===== src/rtl/itch_pkg.sv =====
// Shared ITCH message constants: field widths, message type codes and the
// encoder state encoding used by the order-book-state encoder.
package itch_pkg;

    localparam logic [7:0] MSG_TYPE_ORDER_BOOK_STATE = 8'h4F;

    localparam int TIMESTAMP_BITS     = 32;
    localparam int ORDER_BOOK_ID_BITS = 32;
    localparam int STATE_NAME_BITS    = 160;

    localparam int MSG_BITS_ORDER_BOOK_STATE =
        8 + TIMESTAMP_BITS + ORDER_BOOK_ID_BITS + STATE_NAME_BITS;

    // Largest byte-aligned start offset within a 64-bit word is 56 bits.
    localparam int MAX_OFFSET_BITS = 56;
    localparam int STAGE_BITS      = MAX_OFFSET_BITS + MSG_BITS_ORDER_BOOK_STATE;

    // Fill of the final word when the message starts at bit 0.
    localparam logic [5:0] TRACKER_BASE = 6'(MSG_BITS_ORDER_BOOK_STATE % 64);

    typedef enum logic [0:0] {
        ENC_IDLE = 1'b0,
        ENC_SEND = 1'b1
    } enc_state_e;

endpackage


===== src/rtl/order_book_state_encoder.sv =====
// Packs an order-book-state message behind optional carry bits from the
// previous message and streams it out as 64-bit words with ready/valid flow.
module order_book_state_encoder
    import itch_pkg::*;
#(
    parameter logic [7:0] MSG_TYPE = 8'h4F
) (
    input  logic         clk,
    input  logic         rst,
    input  logic         start,
    input  logic [31:0]  timeStamp,
    input  logic [31:0]  orderBookID,
    input  logic [159:0] stateName,
    input  logic [5:0]   offsetIn,
    input  logic [63:0]  carryIn,
    input  logic         outReady,
    output logic [63:0]  dataOut,
    output logic         dataValid,
    output logic         lastWord,
    output logic [5:0]   trackerOut,
    output logic         busy
);

    enc_state_e r_state;
    enc_state_e w_state_next;

    logic [STAGE_BITS-1:0]                w_stream;
    logic [STAGE_BITS-1:0]                r_stage;
    logic [MSG_BITS_ORDER_BOOK_STATE-1:0] w_msg;
    logic [5:0]                           w_offset;
    logic [63:0]                          w_carry_masked;
    logic [2:0]                           r_word_idx;
    logic [2:0]                           r_last_idx;
    logic [5:0]                           r_tracker;
    logic                                 w_accept_start;
    logic                                 w_word_accept;
    logic                                 w_unused_offset_lsbs;

    // Offsets are byte aligned, so the low three bits carry no information.
    assign w_offset             = {offsetIn[5:3], 3'b000};
    assign w_unused_offset_lsbs = ^offsetIn[2:0];

    assign w_msg          = {stateName, orderBookID, timeStamp, MSG_TYPE};
    assign w_carry_masked = carryIn & ((64'd1 << w_offset) - 64'd1);
    assign w_stream       = ({{MAX_OFFSET_BITS{1'b0}}, w_msg} << w_offset)
                          | {{(STAGE_BITS-64){1'b0}}, w_carry_masked};

    assign dataValid     = (r_state == ENC_SEND);
    assign busy          = (r_state == ENC_SEND);
    assign dataOut       = r_stage[63:0];
    assign lastWord      = dataValid && (r_word_idx == r_last_idx);
    assign trackerOut    = r_tracker;
    assign w_word_accept = dataValid && outReady;

    always_ff @(posedge clk) begin
        if (rst) begin
            r_state <= ENC_IDLE;
        end else begin
            r_state <= w_state_next;
        end
    end

    always_comb begin
        w_state_next   = r_state;
        w_accept_start = 1'b0;
        case (r_state)
            ENC_IDLE: begin
                if (start) begin
                    w_accept_start = 1'b1;
                    w_state_next   = ENC_SEND;
                end
            end
            ENC_SEND: begin
                if (w_word_accept && lastWord) begin
                    w_state_next = ENC_IDLE;
                end
            end
            default: w_state_next = ENC_IDLE;
        endcase
    end

    // Staging register: loaded with the whole stream, then drained 64 bits
    // per accepted word so dataOut is always the low word.
    always_ff @(posedge clk) begin
        if (rst) begin
            r_stage    <= '0;
            r_word_idx <= 3'd0;
            r_last_idx <= 3'd0;
            r_tracker  <= 6'd0;
        end else if (w_accept_start) begin
            r_stage    <= w_stream;
            r_word_idx <= 3'd0;
            // Offsets of 32 bits or more push the tail into a fifth word.
            r_last_idx <= offsetIn[5] ? 3'd4 : 3'd3;
            r_tracker  <= w_offset + TRACKER_BASE;
        end else if (w_word_accept) begin
            r_stage    <= r_stage >> 64;
            r_word_idx <= r_word_idx + 3'd1;
        end
    end

endmodule


===== config.mk =====
export PLATFORM = sky130hd
export DESIGN_NAME = order_book_state_encoder
export DESIGN_NICKNAME = d
export VERILOG_FILES = /design/src/rtl/itch_pkg.sv /design/src/rtl/order_book_state_encoder.sv
export SDC_FILE = /design/constraint.sdc
export NUM_CORES = 1
export LEC_CHECK = 0
export ABC_CLOCK_PERIOD_IN_PS = 4100
export CAP_MARGIN = 40
export CORE_ASPECT_RATIO = 0.75
export CORE_MARGIN = 2
export CORE_UTILIZATION = 41
export CTS_CLUSTER_SIZE = 12
export DETAILED_ROUTE_END_ITERATION = 8
export PLACE_DENSITY_LB_ADDON = 0.05
export SYNTH_ARGS = -nofsm -noshare
export SYNTH_HDL_FRONTEND = slang
export SYNTH_SLANG_ARGS = --single-unit

===== constraint.sdc =====
create_clock -name clk -period 4.1 [get_ports clk]
set_input_delay 0.41 -clock clk [delete_from_list [all_inputs] [get_ports clk]]
set_output_delay 0.41 -clock clk [all_outputs]
set_load 0.005 [all_outputs]

# Yosys cells after proc, flatten, opt, wreduce, memory -nomap -nowiden
# Index checks and enable logic that the tools add are counted.
# Widths: inputs -> output; s select.
[word_totals]
word_cells = 26
inputBits = 298
reg_bits = 301
[op_classes]
add_sub_neg = 3
shift = 2
n_bitwise = 3
mux = 7
n_eq_ne = 1
reduce_logical = 5
[op_table]
columns = ["op", "count"]
rows = [
  ["$mux 288", 2],
  ["$or 288x64->288", 1],
  ["$shl 232x6->288", 1],
  ["$and 64x64->64", 1],
  ["$shl 1x6->64 const A", 1],
  ["$sub 64x1->64 const B", 1],
  ["$add 6x6->6 const B", 1],
  ["$add 3x1->3 const B", 1],
  ["$eq 3x3->1", 1],
  ["$logic_and 1x1->1", 3],
  ["$mux 1", 3],
  ["$mux 3", 1],
  ["$pmux 1 s2", 1],
  ["$reduce_bool 2->1", 1],
  ["$reduce_or 2->1", 1],
  ["$not 1->1", 1],
]

# Longest topological paths before layout
# Gate-level depths: netlist of run 1.
[depth]
word_depth = 5
ltp_mapped = 16

# Worst setup path before layout of run 1
# No wires, ideal clock.
[synth_timing]
path_kind = "input-to-reg"
start = "input port offsetIn[3]"
end = "register r_stage[44]"
path_slack_ns = 0.980
setup_time_ns = 0.103
path_stages = 15
t_arrival_ns = 3.017
path_cell_list = "buf_2 clkinv_1 buf_2 buf_2 buf_2 ha_1 nand2_1 ha_1 buf_2 o21ba_2 and2_1 clkbuf_1 clkbuf_1 nand3_1 a2111oi_2"
[synth_between]
elab_chain_cells = 5
[synth_lines]
columns = ["item", "line_no", "rtl"]
rows = [
  ["start, declared", "order_book_state_encoder.sv:14", "input logic [5:0] offsetIn,"],
  ["$shl 1x6->64", "order_book_state_encoder.sv:44", "assign w_carry_masked = carryIn & ((64'd1 << w_offset) - 64'd1);"],
  ["$sub 64x1->64", "order_book_state_encoder.sv:44", ""],
  ["$and 64x64->64", "order_book_state_encoder.sv:44", ""],
  ["$or 288x64->288 (*)", "order_book_state_encoder.sv:46", "| {{(STAGE_BITS-64){1'b0}}, w_carry_masked};"],
  ["$mux 288 (*)", "order_book_state_encoder.sv:90", "end else if (w_accept_start) begin"],
  ["end signal, assigned", "order_book_state_encoder.sv:91", "r_stage <= w_stream;"],
  ["end signal, assigned", "order_book_state_encoder.sv:97", "r_stage <= r_stage >> 64;"],
  ["end, declared", "order_book_state_encoder.sv:28", "logic [STAGE_BITS-1:0] r_stage;"],
]
# Every way passes the cells marked *; elsewhere a longest branch is shown, timed or not.
# A chain may end at the register's enable or synchronous reset.

# Final worst setup path of run 1
[layout_timing]
start = "input port offsetIn[4]"
end = "register r_stage[41]"
# Same word-level chain as after synthesis.

==> impl_metrics.json, run 1 <==
{
  "cellPowerDensity_nw_per_um2": 355,
  "final_net_count": 3009,
  "slowest_stage": "and2_1",
  "synth_top_flop_cell": "dfxtp_1",
  "postSynth.asyncResetShare": 0,
  "synth_top_area_frac": 0.286,
  "clock_sink_count": 297,
  "avgRoutedWirePerCell_um": 28.0,
  "total_switching_power_w": 0.00293,
  "cts_tree": "yes",
  "worst_setup_path_start_kind": "input port",
  "cts-buffers-inserted": 36,
  "ys_seq_area_frac": 0.286,
  "post_cts_buffers": 0,
  "crit_arrival_ns": 3.11,
  "yosys_warnings": 0,
  "power_frac_comb": 0.274,
  "clock_latency_ns": 0.55,
  "timing.setup.critical_path_class": "in2reg",
  "finalWorstPathRequiredPeriod_ns": 2.66,
  "period_share": 0.649,
  "grt_max_degree": 155,
  "port_buffers": 364,
  "initial_utilization": 0.415,
  "internal_power_w": 0.00606,
  "top_level_ports": 371,
  "antenna_violating_nets_post_route": 0,
  "grt_setup_unrepaired": "no",
  "run_status": "completed",
  "critical_path_sink_type": "flop",
  "netlist-cell-type-count": 55,
  "clk_transition_reported_paths_ns": 0.06,
  "chip_height_um": 199,
  "final_core_util": 0.505,
  "die_area_um2": 52500,
  "synth_area_um2": 20800,
  "post_cts_resized": 0,
  "drt_wl_total_mm": 94.9,
  "synthMostInstantiatedCell": "nand2_1",
  "post_synth_inst_count": 2581,
  "hold_violations": 0,
  "drt_pass1_iterations": 5,
  "power.share.switching": 0.326,
  "drc_errors": 0,
  "n_antenna_cell": 0,
  "synth-edff-count": 0,
  "worst_slew_pin_slew_ns": 1.14,
  "route.detailed.vias_per_inst": 6.30,
  "timing.max_cap.violations": 0,
  "fill_cells": 4802,
  "seq_power_share": 0.369,
  "synth_commonest_cells": "nand2_1 (517), nor2_1 (432), dfxtp_1 (297)",
  "htreeDepth": 2,
  "first_global_vias": 20756,
  "core_region_area_um2": 50100,
  "fmax_mhz": 376,
  "syn2layout_area_growth_pct": 21.7,
  "avgSynthCellArea_um2": 8.05,
  "leakagePower_nw": 9.30,
  "drc_violation_total_after_the_first_tritonroute_iteration": 2294,
  "worst_clock_skew_ns": 0.0184,
  "tns_ns": 0,
  "cp.required_ns": 4.55,
  "most_common_cell_on_crit_path": "ha_1",
  "die_width_um": 264,
  "grt_first_pass_wirelength_mm": 138,
  "postCtsHoldBufs": 0,
  "number_of_rows_in_the_core_area": 71,
  "cts.root.buffer_cell": "clkbuf_16",
  "cp_cell_sequence": "buf_8, inv_2, ha_1, nand2_1, ha_1, o21ba_2, and2_1, buf_4, o21a_1, a221oi_1, a311oi_1",
  "dp_hpwl_mm": 69.2,
  "post_synth_main_area_contributors": "dfxtp_1 (29%), mux2_2 (12%), nand2_1 (9.3%)",
  "clock_path_buffers": 3,
  "drive_above_1_share": 0.146,
  "count_of_state_elements_after_synthesis": 297,
  "critical-path-max-stage-delay_ns": 0.40,
  "vias": 21304,
  "timing_max_transition_violations_final": 0,
  "clock_power_share": 0.357,
  "post-synth-top-area-cell": "dfxtp_1",
  "timing.max_slew.rel_slack": 0.243,
  "ir_worst_vdd_uv": 303,
  "track_usage": 0.349,
  "setup-violations-final": 0,
  "grt_antenna_before_repair": 7,
  "path_max_fanout": 65,
  "finalWeightedCongestion": 1.07,
  "type_of_the_tightest_min_delay_check": "in2reg",
  "global_route.overflow_total": 0
}
[flip-flops by register name, summed over array words and instances (netlist names)]
| register | flops |
|---|---|
| r_stage | 288 |
| r_last_idx | 2 |
| busy | 1 |
| trackerOut | 3 |
| r_word_idx | 3 |
[path summary, 6_finish.rpt]
path	slack, ns	start	endpoint	cells after the start
worst min-delay path	0.34	offsetIn[5]	r_stage[40]$_SDFFE_PP0P_	3
worst max-delay path	1.44	offsetIn[4]	r_stage[41]$_SDFFE_PP0P_	11
worst min register to register	0.46	trackerOut[4]$_SDFFE_PP0P_	trackerOut[4]$_SDFFE_PP0P_	2
worst max register to register	1.69	busy$_SDFF_PP0_	r_stage[247]$_SDFFE_PP0P_	5
[worst max-delay path, delay by kind of cell]
kind	cells	cell delay, ns
buf+inv	3	0.86
compound gates	4	0.76
simple gates	2	0.52
fa+ha+maj	2	0.50
[layout make-up]
type / count / area (µm²) / share of cell area
clock buffers: 53 / 1080 / 0.0425
clock inverters: 10 / 61.3 / 0.00242
inverters: 5 / 23.8 / 0.000940
multi-input cells: 1954 / 13200 / 0.523
flip-flops and latches: 297 / 5950 / 0.235
well taps: 657 / 822 / 0.0325
repair buffers: 408 / 4140 / 0.163
[power groups by stage]
| stage | combinational, W | sequential (W) | clock (W) |
|---|---|---|---|
| 2_1_floorplan | 0.00151 | 0.00329 | 0 |
| 3_3_place_gp | 0.00240 | 0.00337 | 0 |
| 5_1_grt | 0.00262 | 0.00334 | 0.00336 |
| 6_report | 0.00246 | 0.00332 | 0.00321 |
| 3_5_place_dp | 0.00242 | 0.00337 | 0 |
| 4_1_cts | 0.00243 | 0.00331 | 0.00325 |
[routing by layer]
layer	vias up	global-route usage	part of all wire
li1	9644	-	-
met1	10672	0.476	0.44
met4	12	0.0871	0.025
met2	844	0.570	0.46
met5	-	0	0.00087
met3	132	0.0631	0.071
[per-stage QoR]
step	instances	cell area (µm²)	hold slack, ns	total power (W)	setup WS [ns]
6_report	3384	25300	0.335	0.00899	1.44
5_1_grt	3384	25300	0.334	0.00933	1.29
4_1_cts	3384	25300	0.306	0.00899	1.54
3_5_place_dp	3321	24200	0.450	0.00579	0.966
3_3_place_gp	3317	24100	0.440	0.00577	1.02
2_1_floorplan	2583	20800	0.425	0.00480	0.980
[cell usage in the layout, fill, tap and decap left out, types with 13 or more instances in the layout]
master and instances:
a211oi_1 27, a21oi_1 58, a221oi_1 24, a222oi_1 16, a22oi_1 38, a311oi_1 184
a31oi_1 14, buf_4 32, clkbuf_16 37, clkdlybuf4s50_1 360, dfxtp_1 297, mux2_2 218
mux2i_1 62, mux4_2 57, nand2_1 516, nor2_1 430, nor3_1 13, o21ai_0 40
o311a_1 102, or3_1 50
[cells by family after synthesis]
| family | count (synthesis) | share of synthesized area |
|---|---|---|
| fa+ha+maj | 9 | 0.00542 |
| xor+xnor | 4 | 0.00169 |
| simple gates | 1050 | 0.201 |
| mux | 344 | 0.214 |
| compound gates | 544 | 0.213 |
| buf+inv | 332 | 0.0792 |
| flops | 297 | 0.286 |
| other cells | 1 | 0.000180 |
Note: power is estimated with default switching activity, not from simulation.
==> run 2, diff against run 1 <==
--- a/config.mk
+++ b/config.mk
@@ -5,7 +5,7 @@
 export SDC_FILE = /design/constraint.sdc
 export NUM_CORES = 1
 export LEC_CHECK = 0
-export ABC_CLOCK_PERIOD_IN_PS = 4100
+export ABC_CLOCK_PERIOD_IN_PS = 2580
 export CAP_MARGIN = 40
 export CORE_ASPECT_RATIO = 0.75
 export CORE_MARGIN = 2
==> constraint.sdc (replaced) <==
create_clock -name clk -period 2.58 [get_ports clk]
set_input_delay 0.258 -clock clk [delete_from_list [all_inputs] [get_ports clk]]
set_output_delay 0.258 -clock clk [all_outputs]
set_load 0.005 [all_outputs]
==> run 2 against run 1 <==
Sequential power increased by 59%. Combinational power increased by 66%. Total power increased by 60%. Global-route usage increased by 0.29 points.
==> impl_metrics.json, run 2 (synthesized netlist as in run 1, its figures left out) <==
{
  "placed_cell_area_um2": 24900,
  "run_status": "completed",
  "postCtsHoldBufs": 0,
  "core_region_area_um2": 50100,
  "track_usage": 0.352,
  "chip_height_um": 199,
  "final_core_util": 0.519,
  "seq_power_share": 0.366,
  "drive_above_1_share": 0.167,
  "clock_sink_count": 297,
  "die_width_um": 264,
  "most_used_cells_in_the_layout_excluding_fill_and_tap_cells": "nand2_1 (516), nor2_1 (430), clkdlybuf4s50_1 (360), dfxtp_1 (297), mux2_2 (218)",
  "worst_setup_path_start_kind": "flop",
  "leakagePower_nw": 9.67,
  "multiInputGateArea_um2": 13300,
  "die_area_um2": 52500,
  "clock_path_buffers": 3,
  "finalWorstPathRequiredPeriod_ns": 2.20,
  "path_max_fanout": 4,
  "critical_path_sink_type": "primary output",
  "final.hold.worst_slack_ns": 0.200,
  "power_frac_comb": 0.283,
  "grt_first_pass_wirelength_mm": 139,
  "avgRoutedWirePerCell_um": 27.8,
  "number_of_rows_in_the_core_area": 71,
  "htreeDepth": 2,
  "ir_worst_vdd_uv": 507,
  "power.share.switching": 0.324,
  "timing.max_cap.violations": 0,
  "initial_utilization": 0.415,
  "cp_cell_sequence": "or3_1, a21oi_1, clkdlybuf4s50_1",
  "number_of_flip_flops_in_the_largest_register": 288,
  "first_global_vias": 21202,
  "drc_violation_total_after_the_first_tritonroute_iteration": 2462,
  "slowest_stage": "clkdlybuf4s50_1",
  "syn2layout_area_growth_pct": 25.1,
  "post_cts_resized": 0,
  "timing.setup.critical_path_class": "reg2out",
  "worst_slew_pin_slew_ns": 0.888,
  "grt_antenna_before_repair": 9,
  "internal_power_w": 0.00974,
  "fmax_mhz": 455,
  "clk_transition_reported_paths_ns": 0.06,
  "period_share": 0.851,
  "worst_clock_skew_ns": 0.0110,
  "preCtsSetupSlack_ns": -0.00880,
  "post_cts_buffers": 0,
  "total_switching_power_w": 0.00468,
  "vias": 21807,
  "timing.max_slew.rel_slack": 0.405,
  "cp_num_buf_inv": 1,
  "top_level_ports": 371,
  "setup_ws_ns": 0.383,
  "drt_wl_total_mm": 95.7,
  "final_common_cell": "nand2_1",
  "global_route.overflow_total": 0,
  "route.detailed.vias_per_inst": 6.33,
  "fill_cells": 4772,
  "port_buffers": 364,
  "cts_tree": "yes",
  "clock_latency_ns": 0.54,
  "postLayoutCellArea_um2": 26000,
  "finalWeightedCongestion": 1.01,
  "dp_hpwl_mm": 71.8,
  "final_net_count": 3073,
  "drt_pass1_iterations": 6,
  "p_total_w": 0.0144,
  "cpLargestDelayFamily": "buffers and inverters",
  "grt_setup_unrepaired": "no",
  "cts.root.buffer_cell": "clkbuf_16",
  "cts-buffers-inserted": 35,
  "regMostFlops": "r_stage",
  "crit_arrival_ns": 1.94,
  "critical-path-max-stage-delay_ns": 0.53,
  "n_antenna_cell": 0,
  "cp.required_ns": 2.32,
  "setup-violations-final": 0,
  "hold_violations": 0,
  "timing_max_transition_violations_final": 0,
  "drc_errors": 0,
  "antenna_violating_nets_post_route": 0,
  "seq_area_um2": 5950,
  "clock_power_share": 0.350,
  "type_of_the_tightest_min_delay_check": "in2reg",
  "cellPowerDensity_nw_per_um2": 555,
  "grt_max_degree": 130
}
==> run 2: cell count changes in the layout (fill, tap and decap cells not counted), moves of 2 or more <==
cell,before,now
ha_1,9,7
buf_12,11,26
ha_4,0,2
clkbuf_8,9,11
buf_4,32,83
clkbuf_1,7,5
==> run 2: power by group through the flow <==
stage / Clock, W / Combinational, W / Sequential [W]
after floorplan: 0 / 0.00241 / 0.00523
after global placement: 0 / 0.00398 / 0.00536
after detailed placement: 0 / 0.00400 / 0.00537
after CTS: 0.00509 / 0.00403 / 0.00527
after global routing: 0.00527 / 0.00435 / 0.00531
final: 0.00505 / 0.00408 / 0.00528
==> run 2: worst paths after layout <==
path / start / endpoint / slack, ns / cells past startpoint
worst max-delay path: r_word_idx[0]$_SDFFE_PP0P_ / lastWord / 0.38 / 3
worst min register to register: trackerOut[5]$_SDFFE_PP0P_ / trackerOut[5]$_SDFFE_PP0P_ / 0.46 / 2
worst max register to register: busy$_SDFF_PP0_ / r_stage[20]$_SDFFE_PP0P_ / 0.40 / 7
worst min-delay path: rst / r_stage[5]$_SDFFE_PP0P_ / 0.20 / 2
==> run 2: final cells by class <==
| cell class | instances | share of cell area |
|---|---|---|
| inverters | 5 | 0.00120 |
| flip-flops and latches | 297 | 0.229 |
| multi-input cells | 1954 | 0.510 |
| repair buffers | 473 | 0.185 |
| clock inverters | 9 | 0.00231 |
| well taps | 657 | 0.0316 |
| clock buffers | 52 | 0.0412 |
==> run 2: stage by stage <==
| stage | instances | TNS, ns |
|---|---|---|
| 2_1_floorplan | 2583 | 0 |
| 3_3_place_gp | 3385 | 0 |
| 3_5_place_dp | 3386 | -0.00880 |
| 4_1_cts | 3447 | 0 |
| 5_1_grt | 3447 | 0 |
| 6_report | 3447 | 0 |
==> run 2: per-layer routing <==
metal / global-route usage / part of all wire
met1: 0.481 / 0.44
met5: 0 / 0.00099
met4: 0.112 / 0.033
met2: 0.567 / 0.46
met3: 0.0564 / 0.073
==> run 2: worst reg2reg max path, delay by kind of cell (launching register included) <==
kind            cells  cell delay (ns)
compound gates      4             0.82
flops               1             0.52
buf+inv             2             0.42
simple gates        1             0.35
==> run 3, diff against run 2 <==
--- a/config.mk
+++ b/config.mk
@@ -5,14 +5,14 @@
 export SDC_FILE = /design/constraint.sdc
 export NUM_CORES = 1
 export LEC_CHECK = 0
-export ABC_CLOCK_PERIOD_IN_PS = 2580
-export CAP_MARGIN = 40
+export CAP_MARGIN = 20
 export CORE_ASPECT_RATIO = 0.75
 export CORE_MARGIN = 2
 export CORE_UTILIZATION = 41
 export CTS_CLUSTER_SIZE = 12
 export DETAILED_ROUTE_END_ITERATION = 8
 export PLACE_DENSITY_LB_ADDON = 0.05
+export RECOVER_POWER = 100
 export SYNTH_ARGS = -nofsm -noshare
 export SYNTH_HDL_FRONTEND = slang
 export SYNTH_SLANG_ARGS = --single-unit
==> run 3 against run 2 <==
Clock power grew 2%. Utilization decreased by 0.18 points. Maximum frequency shrank 12%. Final cell count hardly changed. Worst hold slack lost 0.024 ns. Die area unchanged. Critical path depth grew 2. Design area decreased by 0.35%. Critical endpoint is now r_stage[8]$_SDFFE_PP0P_.
==> impl_metrics.json, run 3 (synthesized netlist as in run 1, its figures left out) <==
{
  "finalNonFillerCells": 3448,
  "ir_worst_vdd_uv": 366,
  "cp_cell_sequence": "nand2b_4, buf_12, nor3_1, o21ai_0, a211oi_1",
  "period_share": 0.969,
  "n_antenna_cell": 0,
  "post_cts_resized": 0,
  "run_status": "completed",
  "timing.max_cap.violations": 0,
  "drt_pass1_iterations": 6,
  "antenna_violating_nets_post_route": 0,
  "clock_latency_ns": 0.55,
  "slowest_stage": "nor3_1",
  "timing_max_transition_violations_final": 0,
  "clock_path_buffers": 3,
  "grt_setup_unrepaired": "no",
  "die_width_um": 264,
  "setup-violations-final": 0,
  "cts_tree": "yes",
  "timing.max_slew.rel_slack": 0.245,
  "drt_wl_total_mm": 95.6,
  "final_common_cell": "nand2_1",
  "grt_max_degree": 130,
  "place_inst": 3385,
  "drc_errors": 0,
  "global_route.overflow_total": 0,
  "track_usage": 0.351,
  "final.hold.worst_slack_ns": 0.176,
  "htreeDepth": 2,
  "timing.setup.critical_path_class": "reg2reg",
  "critical_path_sink_type": "flop",
  "top_level_ports": 371,
  "clock_sink_count": 297,
  "finalWeightedCongestion": 1.01,
  "post_cts_buffers": 0,
  "first_global_vias": 21446,
  "port_buffers": 364,
  "placed_cell_area_um2": 24800,
  "tns_ns": 0,
  "clk_transition_reported_paths_ns": 0.06,
  "regMostFlops": "r_stage",
  "r2r_slack_ns": 0.08,
  "final_core_util": 0.517,
  "number_of_rows_in_the_core_area": 71,
  "initial_utilization": 0.415,
  "postCtsHoldBufs": 0,
  "most_used_cells_in_the_layout_excluding_fill_and_tap_cells": "nand2_1 (516), nor2_1 (431), dfxtp_1 (297), clkdlybuf4s50_1 (290), mux2_2 (218)",
  "syn2layout_area_growth_pct": 24.6,
  "worst_clock_skew_ns": 0.0193,
  "dp_hpwl_mm": 71.7,
  "final_net_count": 3073,
  "die_area_um2": 52500,
  "route.detailed.vias_per_inst": 6.33,
  "core_region_area_um2": 50100,
  "cts.root.buffer_cell": "clkbuf_16",
  "leakagePower_nw": 9.79,
  "finalWorstPathRequiredPeriod_ns": 2.50,
  "path_max_fanout": 15,
  "cts-buffers-inserted": 35,
  "grt_first_pass_wirelength_mm": 139,
  "worst_slew_pin_slew_ns": 1.13,
  "fmax_mhz": 400,
  "drc_violation_total_after_the_first_tritonroute_iteration": 2180,
  "number_of_flip_flops_in_the_largest_register": 288,
  "critical-path-max-stage-delay_ns": 0.68,
  "vias": 21832,
  "hold_violations": 0,
  "crit_arrival_ns": 2.95,
  "chip_height_um": 199,
  "cellPowerDensity_nw_per_um2": 558,
  "drive_above_1_share": 0.161,
  "avgRoutedWirePerCell_um": 27.7,
  "grt_antenna_before_repair": 15,
  "postLayoutCellArea_um2": 25900,
  "type_of_the_tightest_min_delay_check": "in2reg",
  "worst_setup_path_start_kind": "flop",
  "cp.required_ns": 3.03
}
[run 3: cell types whose count changed in the layout (fill, tap and decap cells not counted), sizes merged]
cell / delta
clkinv: -1
buf: -16
dlygate4sd3: +70
clkdlybuf4s50: -70
bufinv: +1
clkbuf: +17
[run 3: path summary, 6_finish.rpt]
| check | cells after the start | startpoint | endpoint |
|---|---|---|---|
| max | 5 | busy$_SDFF_PP0_ | r_stage[8]$_SDFFE_PP0P_ |
| min | 2 | rst | r_stage[5]$_SDFFE_PP0P_ |
| max reg2reg | 5 | busy$_SDFF_PP0_ | r_stage[8]$_SDFFE_PP0P_ |
| min reg2reg | 2 | trackerOut[5]$_SDFFE_PP0P_ | trackerOut[5]$_SDFFE_PP0P_ |
[run 3: critical path, delay by kind of cell, from the launching register on]
kind	cells	cell delay [ns]
flip-flops	1	0.40
AND/OR/NAND/NOR	2	0.97
AO/OA/AOI/OAI	2	0.82
buffers and inverters	1	0.21
[run 3: power by group]
group          leakage [nW]  internal [W]  switching [W]
Sequential             2.45       0.00499       0.000286
Clock                 0.579       0.00298        0.00218
Combinational          6.76       0.00181        0.00220
Total                  9.79       0.00978        0.00467
[run 3: cell type report]
| cell class | instances | area [µm²] |
|---|---|---|
| Fill cell | 4780 | 24200 |
| Clock buffer | 53 | 1070 |
| Clock inverter | 9 | 85.1 |
| Sequential cell | 297 | 5950 |
| Timing Repair Buffer | 473 | 4720 |
| Inverter | 5 | 31.3 |
| Tap cell | 657 | 822 |
| Multi-Input combinational cell | 1954 | 13200 |
[run 3: metal layers]
layer,up-vias,global-route usage,wire length (µm)
met1,10846,0.476,41300
met2,1006,0.572,43800
met5,-,0,140
met4,20,0.111,3130
met3,189,0.0584,7260
li1,9771,-,-
[run 3: stage by stage]
step                setup slack, ns  power, W
floorplan                   0.00152   0.00764
global placement             0.0254   0.00934
detailed placement           0.0235   0.00936
CTS                           0.350    0.0145
global route                  0.120    0.0150
finish                       0.0810    0.0145
